$ cat src/rtl/alu_result_queue_if.sv
// Handshake bundle between ALU, result queue and writeback.
// Ports: valid/ready, opcode, result, flags {ovf, zero, carry}.
interface alu_result_queue_if #(
  parameter int WIDTH = 32
);
  logic             valid;
  logic             ready;
  logic [3:0]       opcode;
  logic [WIDTH-1:0] result;
  logic [2:0]       flags;

  modport master (
    output valid, opcode, result, flags,
    input  ready
  );

  modport slave (
    input  valid, opcode, result, flags,
    output ready
  );
endinterface

$ cat src/rtl/alu_result_queue.sv
// ALU result FIFO with sticky flags and saturating op count.
// Ports: clk, rst, alu (slave in), out (master out), sticky_*, op_count, level.
module alu_result_queue #(
  parameter int WIDTH = 32,
  parameter int DEPTH = 4,
  parameter int CNT_W = 16
) (
  input  logic                     clk,
  input  logic                     rst,
  alu_result_queue_if.slave        alu,
  alu_result_queue_if.master       out,
  output logic [2:0]               sticky_flags,
  input  logic                     sticky_clear,
  output logic [CNT_W-1:0]         op_count,
  output logic [$clog2(DEPTH):0]   level
);

  localparam int AW = $clog2(DEPTH);
  localparam logic [AW:0] FULL_LVL = DEPTH[AW:0];

  logic [AW-1:0]    rd_ptr;
  logic [AW-1:0]    wr_ptr;
  logic [WIDTH-1:0] mem_result [DEPTH];
  logic [3:0]       mem_op     [DEPTH];
  logic [2:0]       mem_flags  [DEPTH];

  logic       full;
  logic       empty;
  logic       push;
  logic       pop;
  logic       arith;
  logic [2:0] mflags;
  logic [2:0] sticky_base;

  assign full  = (level == FULL_LVL);
  assign empty = (level == '0);
  assign push  = alu.valid & ~full;
  assign pop   = out.ready & ~empty;

  // carry/ovf only carry meaning for ADD and SUB
  assign arith  = (alu.opcode[3:1] == 3'b000);
  assign mflags = {alu.flags[2] & arith,
                   alu.flags[1],
                   alu.flags[0] & arith};

  assign sticky_base = sticky_clear ? 3'b000 : sticky_flags;

  assign alu.ready  = ~full;
  assign out.valid  = ~empty;
  assign out.result = empty ? '0 : mem_result[rd_ptr];
  assign out.opcode = empty ? '0 : mem_op[rd_ptr];
  assign out.flags  = empty ? '0 : mem_flags[rd_ptr];

  always_ff @(posedge clk) begin
    if (push) begin
      mem_result[wr_ptr] <= alu.result;
      mem_op[wr_ptr]     <= alu.opcode;
      mem_flags[wr_ptr]  <= mflags;
    end
  end

  always_ff @(posedge clk or posedge rst) begin
    if (rst) begin
      rd_ptr <= '0;
      wr_ptr <= '0;
      level  <= '0;
    end else begin
      if (push) wr_ptr <= wr_ptr + 1'b1;
      if (pop)  rd_ptr <= rd_ptr + 1'b1;
      unique case ({push, pop})
        2'b10:   level <= level + 1'b1;
        2'b01:   level <= level - 1'b1;
        default: level <= level;
      endcase
    end
  end

  always_ff @(posedge clk or posedge rst) begin
    if (rst) begin
      sticky_flags <= '0;
    end else if (push) begin
      sticky_flags <= {sticky_base[2] | mflags[2],
                       mflags[1],
                       sticky_base[0] | mflags[0]};
    end else if (sticky_clear) begin
      sticky_flags <= '0;
    end
  end

  always_ff @(posedge clk or posedge rst) begin
    if (rst) begin
      op_count <= '0;
    end else if (push && op_count != '1) begin
      op_count <= op_count + 1'b1;
    end
  end

endmodule

$ cat src/flat_wrapper.sv
// flat-port wrapper written by rule: the top's interface ports become plain ports
module alu_result_queue_flat 
#(
  parameter int WIDTH = 32,
  parameter int DEPTH = 4,
  parameter int CNT_W = 16
)
  (clk, rst, sticky_flags, sticky_clear, op_count, level, alu_valid, alu_opcode, alu_result, alu_flags, alu_ready, out_valid, out_opcode, out_result, out_flags, out_ready);
  alu_result_queue_if #(.WIDTH(WIDTH)) alu_i ();
  alu_result_queue_if #(.WIDTH(WIDTH)) out_i ();
  input  logic clk;
  input  logic rst;
  output logic [2:0] sticky_flags;
  input  logic sticky_clear;
  output logic [CNT_W-1:0] op_count;
  output logic [$clog2(DEPTH):0] level;
  input wire logic [$bits(alu_i.valid)-1:0] alu_valid;
  input wire logic [$bits(alu_i.opcode)-1:0] alu_opcode;
  input wire logic [$bits(alu_i.result)-1:0] alu_result;
  input wire logic [$bits(alu_i.flags)-1:0] alu_flags;
  output wire logic [$bits(alu_i.ready)-1:0] alu_ready;
  output wire logic [$bits(out_i.valid)-1:0] out_valid;
  output wire logic [$bits(out_i.opcode)-1:0] out_opcode;
  output wire logic [$bits(out_i.result)-1:0] out_result;
  output wire logic [$bits(out_i.flags)-1:0] out_flags;
  input wire logic [$bits(out_i.ready)-1:0] out_ready;
  assign alu_i.valid = alu_valid;
  assign alu_i.opcode = alu_opcode;
  assign alu_i.result = alu_result;
  assign alu_i.flags = alu_flags;
  assign alu_ready = alu_i.ready;
  assign out_valid = out_i.valid;
  assign out_opcode = out_i.opcode;
  assign out_result = out_i.result;
  assign out_flags = out_i.flags;
  assign out_i.ready = out_ready;
  alu_result_queue #(.WIDTH(WIDTH), .DEPTH(DEPTH), .CNT_W(CNT_W)) u_core (.clk(clk), .rst(rst), .alu(alu_i), .out(out_i), .sticky_flags(sticky_flags), .sticky_clear(sticky_clear), .op_count(op_count), .level(level));
endmodule
$ cat config.mk
export PLATFORM = sky130hd
export DESIGN_NAME = alu_result_queue_flat
export DESIGN_NICKNAME = d
export VERILOG_FILES = /design/src/rtl/alu_result_queue_if.sv /design/src/rtl/alu_result_queue.sv /design/src/flat_wrapper.sv
export SDC_FILE = /design/constraint.sdc
export NUM_CORES = 1
export LEC_CHECK = 0
export ABC_AREA = 1
export CORE_UTILIZATION = 45
export DETAILED_ROUTE_END_ITERATION = 12
export GPL_TIMING_DRIVEN = 0
export HOLD_SLACK_MARGIN = 0.15
export PLACE_DENSITY = 0.64
export SLEW_MARGIN = 20
export SYNTH_ARGS = -nofsm -noshare
export SYNTH_HDL_FRONTEND = slang
export SYNTH_SLANG_ARGS = --single-unit
$ cat constraint.sdc
create_clock -name clk -period 5.2 [get_ports clk]
set_input_delay 1.04 -clock clk [delete_from_list [all_inputs] [get_ports clk]]
set_output_delay 1.04 -clock clk [all_outputs]
set_load 0.02 [all_outputs]
Word level (Yosys, flattened, before mapping)
Memory sizes are Yosys's and may differ from the RTL's.
Index checks and enable logic that the tools add are counted.
- register bits after elaboration: 26
- bits in latches: 0
- bits in writable memories: 156
- ROM bits: 0
- input port bits: 44
- word-level logic and storage cells: 39
- memories kept: 3
- memory list (name ; depth ; bits a word ; rd ports ; clocked after Yosys merged registers in ; write ports ; RTL line ; source):
    u_core.mem_result ; 4 ; 32 ; 1 ; 0 ; 1 ; alu_result_queue.sv:23 ; logic [WIDTH-1:0] mem_result [DEPTH];
    u_core.mem_op ; 4 ; 4 ; 1 ; 0 ; 1 ; alu_result_queue.sv:24 ; logic [3:0] mem_op [DEPTH];
    u_core.mem_flags ; 4 ; 3 ; 1 ; 0 ; 1 ; alu_result_queue.sv:25 ; logic [2:0] mem_flags [DEPTH];
- add/sub/neg operators: 5
- multipliers: 0
- divide/modulo/power cells: 0
- order comparisons: 0
- equal/unequal tests: 4
- shifts and indexed selects: 0
- multiplexer cells: 8
- bitwise gates (word level): 8
- reduce and logical (&&, ||, !) cells: 5
- operators with widths (operator ; count):
    2-to-1 mux 32 bit ; 1
    adder 16 x 1 -> 16 bit, second input constant ; 1
    != test 16 bit, second input constant ; 1
    2-to-1 mux 3 bit ; 3
    logical NOT 3 bit ; 2
    case mux 3 bit (2 select lines) ; 1
    adder 2 x 1 -> 2 bit, second input constant ; 2
    AND 1 bit ; 4
    2-to-1 mux 4 bit ; 1
    nonzero test 2 bit ; 2
    adder 3 x 1 -> 3 bit, second input constant ; 1
    equality test 3 bit, second input constant ; 1
    subtractor 3 x 1 -> 3 bit, second input constant ; 1
    equality test 2 x 1 -> 1 bit, second input constant ; 1
    equality test 2 bit, second input constant ; 1
    2-to-1 mux 1 bit ; 2
    NOT 1 bit ; 2
    bitwise OR 1 bit ; 2
    logical AND 1 bit ; 1

Logic depth before layout (Yosys ltp)
Gate-level depths: netlist (run 1).
- word-level depth: 5
- gate-level depth with buffers: 10
- gate-level depth less buffers: 10

Worst setup path after synthesis (run 1)
OpenSTA, ideal clock, no wires.
- kind: in2reg
- from: input port alu_valid
- to: memory u_core.mem_flags[0][0], enable pin
- library setup time: 435 ps
- data arrival time: 2911 ps
- data required time: 4765 ps
- setup slack: 1854 ps
- cell stages on the path: 3
- buffers on the path: 1
- cell sequence: nand2_4 buf_4 nor2_1
- longest elaborated chain between the ends: 3
- ends and longest elaborated chain (what ; RTL line ; source):
    start, declared ; flat_wrapper.sv:17 ; input wire logic [$bits(alu_i.valid)-1:0] alu_valid;
    AND 1 bit ; alu_result_queue.sv:37 ; assign push = alu.valid & ~full;
    2-to-1 mux 1 bit ; alu_result_queue.sv:55 ; if (push) begin
    2-to-1 mux 1 bit (implied by the code) ; alu_result_queue.sv:58 ; mem_flags[wr_ptr] <= mflags;
    end, declared ; alu_result_queue.sv:25 ;
Every way passes these cells.

Worst setup path in the final report (run 1)
- from: register u_core.rd_ptr[0]
- to: output port out_result[28]
- longest elaborated chain between the ends: 2
- ends and longest elaborated chain (what ; RTL line ; source):
    start, declared ; alu_result_queue.sv:21 ; logic [AW-1:0] rd_ptr;
    start signal, assigned ; alu_result_queue.sv:69 ; if (pop) rd_ptr <= rd_ptr + 1'b1;
    memory (4 x 32 bit) ; - ;
    2-to-1 mux 32 bit ; alu_result_queue.sv:50 ; assign out.result = empty ? '0 : mem_result[rd_ptr];
    end, declared ; flat_wrapper.sv:24 ; output wire logic [$bits(out_i.result)-1:0] out_result;
Every way passes these cells.

==> results.yml, run 1 <==
outcome:
  status: "finished, final reports clean"
grt:
  antenna_found_initial: 0
  grt_pass1_wl_um: 28000
  grt_max_degree: 27
  grt_pass1_vias: 5351
  grt_overflow: 0
  track_usage: 0.212
route:
  first_iter_violations: 299
  drt_pre_antenna_iters: 5
  wl_met3_um: 927
  top_layer: "met4"
  wl_met1_um: 7710
  viasPerCell: 5.16
  wl_per_cell_um: 17.0
  met2_length_um: 8820
  drc: 0
  vias: 5360
  wl_um: 17700
  postRouteAntennaNets: 0
layout:
  final-seq-area_mm2: 0.00534
  stdcell_area_mm2: 0.00972
  multi_input_area_mm2: 0.00203
  stdcell_count: 1039
  layout.nets: 857
  diodes: 0
  fillers: 1365
  fin_util: 0.586
  final_layout_size_suffix_gt1_frac: 0.103
  area_growth_pct: 27.2
clocking:
  cts.clk_slew.worst_paths_ns: 0.06
  clk_latency_ns: 0.43
  htree_levels: 4
  cts_tree: "yes"
  ctsLongestPathBuffers: 2
  root_buffer: "clkbuf_16"
  cts.sinks: 182
  cts_setup_buffers: 0
  numCtsBuffers: 17
  cts_hold_buf: 0
  cts_resized: 0
floorplanning:
  ioPinCount: 107
  coreArea_mm2: 0.0166
  die_w_um: 132
  dieArea_mm2: 0.0175
  rows: 47
  die_y_um: 132
  start_util: 0.461
synthesis:
  yosys.cell_count.top_type: "nor2_1"
  synth_flop_cell: "edfxtp_1"
  ys_types: 26
  ys_warn_count: 0
  avgSynthCellArea_um2: 11.3
  synth_edf_count: 156
  synth_nets: 727
  ys_seq_area_frac: 0.698
  synth_top_area_cell: "edfxtp_1"
  synthTopCellsByArea: "edfxtp_1 61%, nor2_1 8.7%, dfrtp_1 8.5%"
  synth_top_area_frac: 0.613
  synth_commonest_cells: "178 x nor2_1, 156 x edfxtp_1, 77 x o21ai_0"
  ys_seq_elements: 182
  synth.cell_area_mm2: 0.00764
  synth-async-reset-ratio: 0.143
  syn_inst: 676
placement:
  dpl_worst_slack_ns: 2.03
  place.gp.congestion: 0.833
  numPlacedInstances: 1007
  portBuffers: 106
  dp_hpwl_um: 11300
  placed_area_mm2: 0.00914
hold_path:
  whs_endpoint: "u_core.sticky_flags[0]"
  whs_path_depth: 2
  hp-class: "reg -> reg"
  hp-start: "u_core.sticky_flags[0]"
setup_path:
  path_class: "reg -> out"
  cp.arrival_ns: 2.61
  startpoint_type: "register"
  crit_path_top_delay_cell: "clkdlybuf4s50_1"
  reg2reg_to: "u_core.level[2]"
  reg2reg_from: "u_core.level[1]"
  crit_chain: "buf_2 > inv_2 > clkbuf_1 > o21ai_0 > a21oi_1 > clkdlybuf4s50_1"
  crit_required_ns: 4.16
  setup.worst_path.end_class: "output port"
  r2r_cells: 10
  path_max_fanout: 10
  r2r_setup_slack_ns: 3.06
  path_buf_inv: 4
  cp_top_family: "buffers and inverters"
  critPathMaxStageDelay_ns: 0.66
timing:
  fmax_ghz: 0.274
  relSlewSlack: 0.482
  finalClockSkew_ns: 0.00831
  worst_hold_slack_ns: 0.524
  worstMarginPinSlew_ns: 0.775
  rsz0062_at_grt: "false"
  setup_slack_ns: 1.55
  slew_violations: 0
  period_share: 0.702
  hold_viol: 0
  setup_viol: 0
  setup_tns_ns: 0
  period_minus_slack_ns: 3.65
power:
  power.density_mw_per_mm2: 609
  leakage_nw: 3.49
  finalPower_mw: 5.91
  irDropWorstVdd_v: 0.000323
run:
  drv_cap: 0
==> state kept, by name (all words and copies together) (netlist names) <==
| register | flops |
|---|---|
| u_core.wr_ptr | 2 |
| u_core.mem_op | 16 |
| u_core.level | 3 |
| u_core.op_count | 16 |
| u_core.rd_ptr | 2 |
| u_core.sticky_flags | 3 |
| u_core.mem_result | 128 |
| u_core.mem_flags | 12 |
==> worst min-delay path, cell delays in order (launching register included) <==
cell and delay [ns]:
dfrtp_1 0.36, nand2_1 0.05, o21ai_0 0.07
==> worst max path at each step <==
stage	from	to	slack (ns)	cells after the start
3_5_place_dp	u_core.level[0]	out_result[28]	2.03	5
6_report	u_core.rd_ptr[0]	out_result[28]	1.55	6
5_1_grt	u_core.level[1]	out_result[26]	1.47	5
2_1_floorplan	alu_valid	u_core.mem_flags[0][0]	1.85	3
4_1_cts	u_core.level[0]	out_result[28]	1.55	5
3_3_place_gp	alu_valid	u_core.mem_result[1][18]	-0.05	4
==> cell families after synthesis <==
family | Yosys count | share of synthesized area
adders and majority gates | 7 | 0.0124
buffers and inverters | 69 | 0.0403
AOI/OAI and AO/OA | 130 | 0.0881
and+or+nand+nor | 278 | 0.149
DFF | 182 | 0.698
xor gates and xnor gates | 10 | 0.0115
==> placed cells by master (no fill, tap or decap), types with 2 or more instances in the layout <==
master           synthesis  routed
nand2_1                 69      69
inv_1                   32      31
clkinv_2                 0       3
nand2_2                  6       6
clkinvlp_4               0       2
edfxtp_1               156     156
nand3_2                  2       2
o21ai_1                  7       7
clkinv_4                 0       5
ha_1                     6       6
buf_16                   0       4
dfrtp_1                 26      26
buf_2                   12      12
nand3_1                  9       9
nand4_1                  8       8
buf_4                    5       5
nor2_4                   3       7
clkbuf_1                14      14
o21ai_2                  6       6
a21oi_1                 40      40
xnor2_1                  2       2
clkbuf_16                0      17
clkdlybuf4s50_1          0     106
buf_6                    2       2
xor2_1                   8       8
inv_2                    4       5
bufinv_16                0       2
nor2_1                 178     174
o21ai_0                 77      77
inv_6                    0       2
==> where the power goes <==
group / internal [mW] / switching, mW / leakage (nW)
logic: 1.04 / 1.58 / 1.44
registers: 1.91 / 0.118 / 1.77
clock network: 0.709 / 0.554 / 0.281
==> metal layers <==
metal	up-vias	track usage
li1	2579	-
met1	2608	0.274
met2	155	0.357
met3	18	0.0419
met4	0	0.0734
met5	-	0
==> layout make-up <==
type	count	area share
repair buffers	111	0.123
multi-input cells	425	0.209
flip-flops and latches	182	0.549
clock buffers	17	0.0438
inverters	36	0.0139
well taps	220	0.0283
plain buffers	33	0.0178
clock inverters	15	0.0160
Power figures use the tool's default switching activity.
==> run 2: changes to the inputs <==
Clock period 5.2 ns to 3.7 ns, I/O delays scaled along.
==> results of run 2 <==
Same layout as run 1 (identical final DEF). Status: finished, final reports clean.
Among the figures that moved: setup slack after placement 2.03 ns -> 0.834 ns; setup slack after layout 1.55 ns -> 0.350 ns; register-to-register setup slack 3.06 ns -> 1.56 ns; total power 5.91 mW -> 8.31 mW; worst IR drop on VDD 0.000323 V -> 0.000453 V
